## src/rtl/idli_sqi_mem.sv

```systemverilog
// ---------------------------------------------------------------------------
// idli_sqi_mem -- SQI (quad-SPI) SRAM responder
//
// Memory end of the nibble-serial SQI link. One nibble moves per rising clock
// edge while cs is low, high nibble of each byte first. Transactions:
//   0x03 READ  : instr(2) addr(4) dummy(2) then data nibbles out
//   0x02 WRITE : instr(2) addr(4) then data nibbles in
//   0x05 RDMR  : only when IDLI_SQI_MEM_RDMR_EN is defined; streams the
//                mode byte 0x40 (sequential) until cs goes high.
// Any other instruction is ignored until cs goes high. The address
// auto-increments after every data byte and wraps at 2^DEPTH_LOG2.
//
// Optional build macro: IDLI_SQI_MEM_RDMR_EN (read-mode-register command).
//
// Parameters:
//   DEPTH_LOG2 - log2 of the array size in bytes (1..16)
//
// Ports:
//   i_mem_clk  - clock, all sampling on the rising edge
//   i_mem_rst  - synchronous active-high reset
//   i_mem_cs   - active-low chip select
//   i_mem_sio  - nibble from the initiator
//   o_mem_sio  - nibble to the initiator (registered)
//   o_mem_oe   - high while o_mem_sio carries read data
// ---------------------------------------------------------------------------
module idli_sqi_mem #(
    parameter int DEPTH_LOG2 = 8
) (
    input  logic       i_mem_clk,
    input  logic       i_mem_rst,
    input  logic       i_mem_cs,
    input  logic [3:0] i_mem_sio,
    output logic [3:0] o_mem_sio,
    output logic       o_mem_oe
);

    localparam int DEPTH = 1 << DEPTH_LOG2;

    localparam logic [7:0] INSTR_READ  = 8'h03;
    localparam logic [7:0] INSTR_WRITE = 8'h02;
`ifdef IDLI_SQI_MEM_RDMR_EN
    localparam logic [7:0] INSTR_RDMR  = 8'h05;
`endif

    // Mode byte 0x40 (sequential mode), sent as two nibbles.
    localparam logic [3:0] MODE_HI = 4'h4;
    localparam logic [3:0] MODE_LO = 4'h0;

    localparam logic [DEPTH_LOG2-1:0] ADDR_ONE = DEPTH_LOG2'(1);

    typedef enum logic [2:0] {
        ST_IDLE,    // waiting for the first low-cs edge (instruction high nibble)
        ST_INSTR,   // instruction low nibble
        ST_ADDR,    // four address nibbles
        ST_DUMMY,   // two dummy edges ahead of read data
        ST_RD,      // streaming read data
        ST_WR,      // collecting write data
        ST_IGNORE,  // unknown instruction, wait for cs high
        ST_RDMR     // streaming the mode byte
    } state_t;

    state_t                  state_reg;
    logic [1:0]              cnt_reg;       // address nibble counter
    logic [3:0]              instr_hi_reg;  // instruction high nibble
    logic                    is_read_reg;   // decoded READ vs WRITE
    logic                    phase_reg;     // which half-byte the next edge handles
    logic [DEPTH_LOG2-1:0]   addr_reg;      // byte pointer, shifted in then incremented
    logic [3:0]              wr_hi_reg;     // high nibble of the byte being written
    logic [3:0]              sio_reg;
    logic                    oe_reg;

    // Single-port array and its registered read data.
    logic [7:0]              mem [0:DEPTH-1];
    logic [7:0]              rd_data_reg;

    // Array port controls for the current edge.
    logic                    mem_we;
    logic                    mem_re;
    logic [DEPTH_LOG2-1:0]   mem_addr;
    logic [7:0]              wr_byte;

    assign o_mem_sio = sio_reg;
    assign o_mem_oe  = oe_reg;

    // -----------------------------------------------------------------------
    // Array access decode.
    // The read for a byte is issued one edge before its high nibble goes out,
    // so the nibble can be loaded straight from the read-data register into
    // the output flop. Within a read transaction nothing can write the array,
    // so this is indistinguishable from reading on the high-nibble edge.
    // Both the access enables are killed by reset and by cs high, so an
    // aborted transaction never touches the array.
    // -----------------------------------------------------------------------
    always_comb begin
        mem_we   = 1'b0;
        mem_re   = 1'b0;
        mem_addr = addr_reg;
        wr_byte  = {wr_hi_reg, i_mem_sio};
        if (!i_mem_rst && !i_mem_cs) begin
            case (state_reg)
                ST_DUMMY: begin
                    // First dummy edge: fetch byte A.
                    if (!phase_reg) begin
                        mem_re = 1'b1;
                    end
                end
                ST_RD: begin
                    // Low-nibble edge: fetch the next sequential byte.
                    if (!phase_reg) begin
                        mem_re   = 1'b1;
                        mem_addr = addr_reg + ADDR_ONE;
                    end
                end
                ST_WR: begin
                    // Low-nibble edge completes the byte: commit it.
                    if (phase_reg) begin
                        mem_we = 1'b1;
                    end
                end
                default: begin
                end
            endcase
        end
    end

    // Array: no reset on contents; one access per cycle.
    always_ff @(posedge i_mem_clk) begin
        if (mem_we) begin
            mem[mem_addr] <= wr_byte;
        end else if (mem_re) begin
            rd_data_reg <= mem[mem_addr];
        end
    end

    // -----------------------------------------------------------------------
    // Protocol FSM with registered outputs.
    // phase_reg meaning per state:
    //   ST_DUMMY : 0 = first dummy edge next, 1 = second
    //   ST_RD    : 0 = next edge sends low nibble, 1 = next sends high nibble
    //   ST_WR    : 0 = next edge carries high nibble, 1 = low nibble
    //   ST_RDMR  : 0 = next edge sends MODE_HI, 1 = MODE_LO
    // -----------------------------------------------------------------------
    always_ff @(posedge i_mem_clk) begin
        if (i_mem_rst) begin
            state_reg    <= ST_IDLE;
            cnt_reg      <= 2'd0;
            instr_hi_reg <= 4'h0;
            is_read_reg  <= 1'b0;
            phase_reg    <= 1'b0;
            addr_reg     <= '0;
            wr_hi_reg    <= 4'h0;
            sio_reg      <= 4'h0;
            oe_reg       <= 1'b0;
        end else if (i_mem_cs) begin
            // Deselect ends any transaction; a partial write byte is dropped.
            state_reg <= ST_IDLE;
            cnt_reg   <= 2'd0;
            phase_reg <= 1'b0;
            sio_reg   <= 4'h0;
            oe_reg    <= 1'b0;
        end else begin
            case (state_reg)
                ST_IDLE: begin
                    instr_hi_reg <= i_mem_sio;
                    state_reg    <= ST_INSTR;
                end

                ST_INSTR: begin
                    cnt_reg   <= 2'd0;
                    phase_reg <= 1'b0;
                    case ({instr_hi_reg, i_mem_sio})
                        INSTR_READ: begin
                            is_read_reg <= 1'b1;
                            state_reg   <= ST_ADDR;
                        end
                        INSTR_WRITE: begin
                            is_read_reg <= 1'b0;
                            state_reg   <= ST_ADDR;
                        end
`ifdef IDLI_SQI_MEM_RDMR_EN
                        INSTR_RDMR: begin
                            oe_reg    <= 1'b1;
                            sio_reg   <= MODE_HI;
                            phase_reg <= 1'b1;
                            state_reg <= ST_RDMR;
                        end
`endif
                        default: begin
                            state_reg <= ST_IGNORE;
                        end
                    endcase
                end

                ST_ADDR: begin
                    // Shifting into a DEPTH_LOG2-wide register keeps only the
                    // low address bits, which is exactly the modulo wrap.
                    addr_reg <= DEPTH_LOG2'({addr_reg, i_mem_sio});
                    cnt_reg  <= cnt_reg + 2'd1;
                    if (cnt_reg == 2'd3) begin
                        phase_reg <= 1'b0;
                        state_reg <= is_read_reg ? ST_DUMMY : ST_WR;
                    end
                end

                ST_DUMMY: begin
                    if (!phase_reg) begin
                        phase_reg <= 1'b1;
                    end else begin
                        oe_reg    <= 1'b1;
                        sio_reg   <= rd_data_reg[7:4];
                        phase_reg <= 1'b0;
                        state_reg <= ST_RD;
                    end
                end

                ST_RD: begin
                    if (!phase_reg) begin
                        // rd_data_reg is refetched on this same edge; the
                        // low nibble of the current byte is taken first.
                        sio_reg   <= rd_data_reg[3:0];
                        addr_reg  <= addr_reg + ADDR_ONE;
                        phase_reg <= 1'b1;
                    end else begin
                        sio_reg   <= rd_data_reg[7:4];
                        phase_reg <= 1'b0;
                    end
                end

                ST_WR: begin
                    if (!phase_reg) begin
                        wr_hi_reg <= i_mem_sio;
                        phase_reg <= 1'b1;
                    end else begin
                        addr_reg  <= addr_reg + ADDR_ONE;
                        phase_reg <= 1'b0;
                    end
                end

                ST_IGNORE: begin
                    // Hold outputs at zero until deselected.
                end

                ST_RDMR: begin
                    if (phase_reg) begin
                        sio_reg   <= MODE_LO;
                        phase_reg <= 1'b0;
                    end else begin
                        sio_reg   <= MODE_HI;
                        phase_reg <= 1'b1;
                    end
                end

                default: begin
                    state_reg <= ST_IDLE;
                end
            endcase
        end
    end

endmodule

```

## config.mk

```make
export PLATFORM = sky130hd
export DESIGN_NAME = idli_sqi_mem
export DESIGN_NICKNAME = d
export VERILOG_FILES = /design/src/rtl/idli_sqi_mem.sv
export SDC_FILE = /design/constraint.sdc
export NUM_CORES = 2
export LEC_CHECK = 0
export ABC_AREA = 1
export BUFFER_PORTS_ARGS = -buffer_cell sky130_fd_sc_hd__buf_4
export CAP_MARGIN = 20
export CELL_PAD_IN_SITES_DETAIL_PLACEMENT = 1
export CELL_PAD_IN_SITES_GLOBAL_PLACEMENT = 1
export CORE_ASPECT_RATIO = 0.6
export CORE_UTILIZATION = 40
export DETAILED_ROUTE_END_ITERATION = 6
export GPL_TIMING_DRIVEN = 1
export PLACE_DENSITY = 0.69
export SETUP_SLACK_MARGIN = 0.1
export SYNTH_ARGS = -nofsm -noshare
export SYNTH_HDL_FRONTEND = slang
export SYNTH_SLANG_ARGS = --single-unit
```

## constraint.sdc

```tcl
create_clock -name i_mem_clk -period 5.4 [get_ports i_mem_clk]
set_input_delay 0.54 -clock i_mem_clk [delete_from_list [all_inputs] [get_ports i_mem_clk]]
set_output_delay 0.54 -clock i_mem_clk [all_outputs]
set_load 0.01 [all_outputs]
```

==> flow_metrics.py <==
metrics = {
    "die": {
        "core-area_um2": 219000,
        "chipHeight_um": 366,
        "initial_core_util_pct": 40.3,
        "ios": 12,
        "die_area_um2": 223000,
        "row_count": 133,
        "die_x_um": 608,
    },
    "yosys": {
        "synth_edf_count": 2056,
        "syn_avg_cell_area_um2": 10.2,
        "ys_seq_area_share_pct": 70.6,
        "syn-instance-count": 8675,
        "async_flop_share_pct": 0,
        "synth_top_area_share_pct": 70.0,
        "synth_cell_types": 38,
        "synth.largest_area_cell": "edfxtp_1",
        "yosysWarnings": 0,
        "mappedNetlistArea_um2": 88300,
        "synth_top_flop_cell": "edfxtp_1",
        "synthTopCellsByArea": "edfxtp_1 70%, nand2_1 22%, nand3_1 1.9%, nor2_1 1.5%, buf_2 1.4%",
        "synth-seq-cells": 2084,
        "syn-num-nets": 8684,
    },
    "power": {
        "p_leak_nw": 37.7,
        "switchingPower_mw": 8.32,
        "p_comb_share_pct": 7.8,
        "vdd_drop_max_v": 0.000253,
        "seqPwrFrac_pct": 51.3,
        "p_per_area_nw_per_um2": 348,
        "power.clock.fraction_pct": 40.9,
        "p_sw_share_pct": 24.2,
        "internal-power_mw": 26.1,
    },
    "finish": {
        "areaGrowthSynthToFinish_pct": 12.1,
        "largest_register_ffs": 2048,
        "final_common_cell": "nand2_1",
        "finalNetCount": 8705,
        "drive_gt1_share_pct": 6.97,
        "fillers": 24000,
        "instances_no_fill": 11800,
        "layout_common_cells": "5124 x nand2_1, 2056 x edfxtp_1, 358 x nor2_1",
        "fin_util_pct": 45.1,
        "final_area_um2": 98900,
    },
    "timing": {
        "worst_slew_pin_slew_ns": 1.07,
        "finalHoldViolCount": 0,
        "finalMaxSlewViolations": 0,
        "grt_setup_unrepaired": "false",
        "fin_crit_sh_pct": 95.9,
        "finClkSkew_ns": 0.0336,
        "fmax_ghz": 0.193,
        "setup_ws_ns": 0.221,
        "tns_ns": 0,
        "period_needed_ns": 5.18,
        "finalSetupViolations": 0,
        "relSlewSlack_pct": 28.3,
    },
    "clock_network": {
        "cts_tree": "built",
        "clkTransAtPathRegs_ns": 0.08,
        "cts_num_sinks": 2084,
        "root_buffer": "clkbuf_16",
        "ctsResizeCount": 0,
        "holdBufCountCts": 2,
        "cts-htree-levels": 4,
        "cts_made_buffers": 200,
        "cts_setup_buffers": 0,
        "clockBufferDepth": 4,
        "clock_latency_ns": 0.86,
    },
    "critical_path": {
        "worst_setup_path_end_kind": "register",
        "path_max_fanout": 102,
        "crit_type": "reg -> reg",
        "cp-startpoint": "phase_reg",
        "reg2reg_slack_ns": 0.22,
        "crit-reg2reg-launch": "phase_reg",
        "r2r_cells": 16,
        "required_ns": 6.01,
        "critPathLaunchType": "register",
        "timing.rr.end": "rd_data_reg[4]",
        "crit_end": "rd_data_reg[4]",
        "arrival_ns": 5.79,
    },
    "detailed_routing": {
        "antenna_left": 0,
        "drc_errors": 0,
        "via_per_inst": 5.39,
        "routed_wl_um": 290000,
        "vias": 63400,
        "drtIter0Drc": 7044,
        "drtPass1Iterations": 5,
        "wire_per_inst_um": 24.7,
    },
    "placement": {
        "port_buffers": 11,
        "place_ws_ns": 0.438,
        "gp_congestion": 0.869,
        "place_area_um2": 92600,
        "dp_hpwl_um": 173000,
        "placed_cells": 11400,
    },
    "global_route": {
        "grt_antenna_before_repair": 4,
        "grt_pass1_wl_um": 429000,
        "gr-total-overflow": 0,
        "grt_max_degree": 177,
        "grt_pass1_vias": 64000,
        "grt_use_total_pct": 25.7,
    },
    "worst_hold_path": {
        "hold_class": "in -> reg",
    },
    "flow_run": {
        "max_cap_viol_count": 0,
    },
    "outcome": {
        "status": "completed",
    },
}
==> stage by stage <==
step	hold slack [ns]	total power, mW
finish	0.137	34.4
global route	0.108	35.4
CTS	0.107	34.6
detailed placement	0.451	20.6
global placement	0.433	20.6
floorplan	0.423	19.5
==> Yosys cell counts (3+ instances only) <==
master    number
a211oi_1       4
nor3_1        11
nand2_1     5142
clkbuf_1     203
nor2_1       362
edfxtp_1    2056
nand2_2        3
buf_1         21
a31oi_1        4
dfxtp_1       28
inv_2          3
buf_2        246
nand4_1        4
nor2_4         3
inv_1         35
nor4_1         3
o21ai_1       58
a221oi_1       7
buf_4          5
a21oi_1       17
a21oi_2        3
o211ai_1       3
nand3_1      340
o21ai_0       93
nor3_2         4
==> cells by family (layout without fill, tap and decap cells) <==
logic type	after synthesis	after routing	synth area share (%)
other cells	0	4	0
compound gates	197	197	1.21
flops	2084	2084	70.6
simple gates	5875	5875	25.6
xor+xnor	2	2	0.0199
buf+inv	515	688	2.56
fa+ha+maj	2	2	0.0283
==> area by class of cell <==
| cell class | instances | area [µm²] | share of cell area (%) |
|---|---|---|---|
| Sequential cell | 2084 | 62300 | 63.0 |
| Clock inverter | 111 | 991 | 1.00 |
| Clock buffer | 243 | 5300 | 5.36 |
| Inverter | 39 | 154 | 0.156 |
| Antenna cell | 4 | 10.0 | 0.0101 |
| Tap cell | 2902 | 3630 | 3.67 |
| Multi-Input combinational cell | 6076 | 23900 | 24.1 |
| Timing Repair Buffer | 295 | 2680 | 2.71 |
==> critical path: stages, from the launching register on <==
cell      delay [ns]
dfxtp_1         0.60
clkinv_1        0.54
o21ai_0         0.42
nand2_1         0.16
nand2_4         0.36
inv_8           0.39
buf_4           0.43
nand3_1         0.14
nand3_1         0.09
nand2_1         0.06
nand2_1         0.08
o21ai_0         0.50
nand2_1         0.50
nor2_1          0.23
nor2_1          0.07
nor2_1          0.18
nand2_1         0.08
==> power by group through the flow <==
stage	Combinational (mW)	Clock [mW]	Sequential (mW)
after floorplan	1.52	0	18.0
after global placement	2.56	0	18.0
after detailed placement	2.62	0	18.0
after CTS	2.64	14.3	17.7
after global routing	2.92	14.8	17.7
final	2.67	14.1	17.7
==> routing by layer <==
layer	GRT usage, %	vias to the layer above	share of wire, %
li1	-	28500	-
met1	39.3	32200	46
met2	37.9	2307	43
met3	4.95	350	8.6
met4	5.37	0	2.0
met5	0	-	0
==> worst min path at each step <==
stage                                from         endpoint  slack, ns  cells past startpoint
after detailed placement  instr_hi_reg[1]  instr_hi_reg[1]       0.45                      2
after floorplan           instr_hi_reg[2]  instr_hi_reg[2]       0.42                      2
after global routing         i_mem_sio[2]      mem[139][2]       0.11                      1
after CTS                    i_mem_sio[2]      mem[139][2]       0.11                      1
final                        i_mem_sio[2]      mem[139][2]       0.14                      1
after global placement    instr_hi_reg[0]  instr_hi_reg[0]       0.43                      2
No activity file was read; power rests on OpenSTA's default activity.
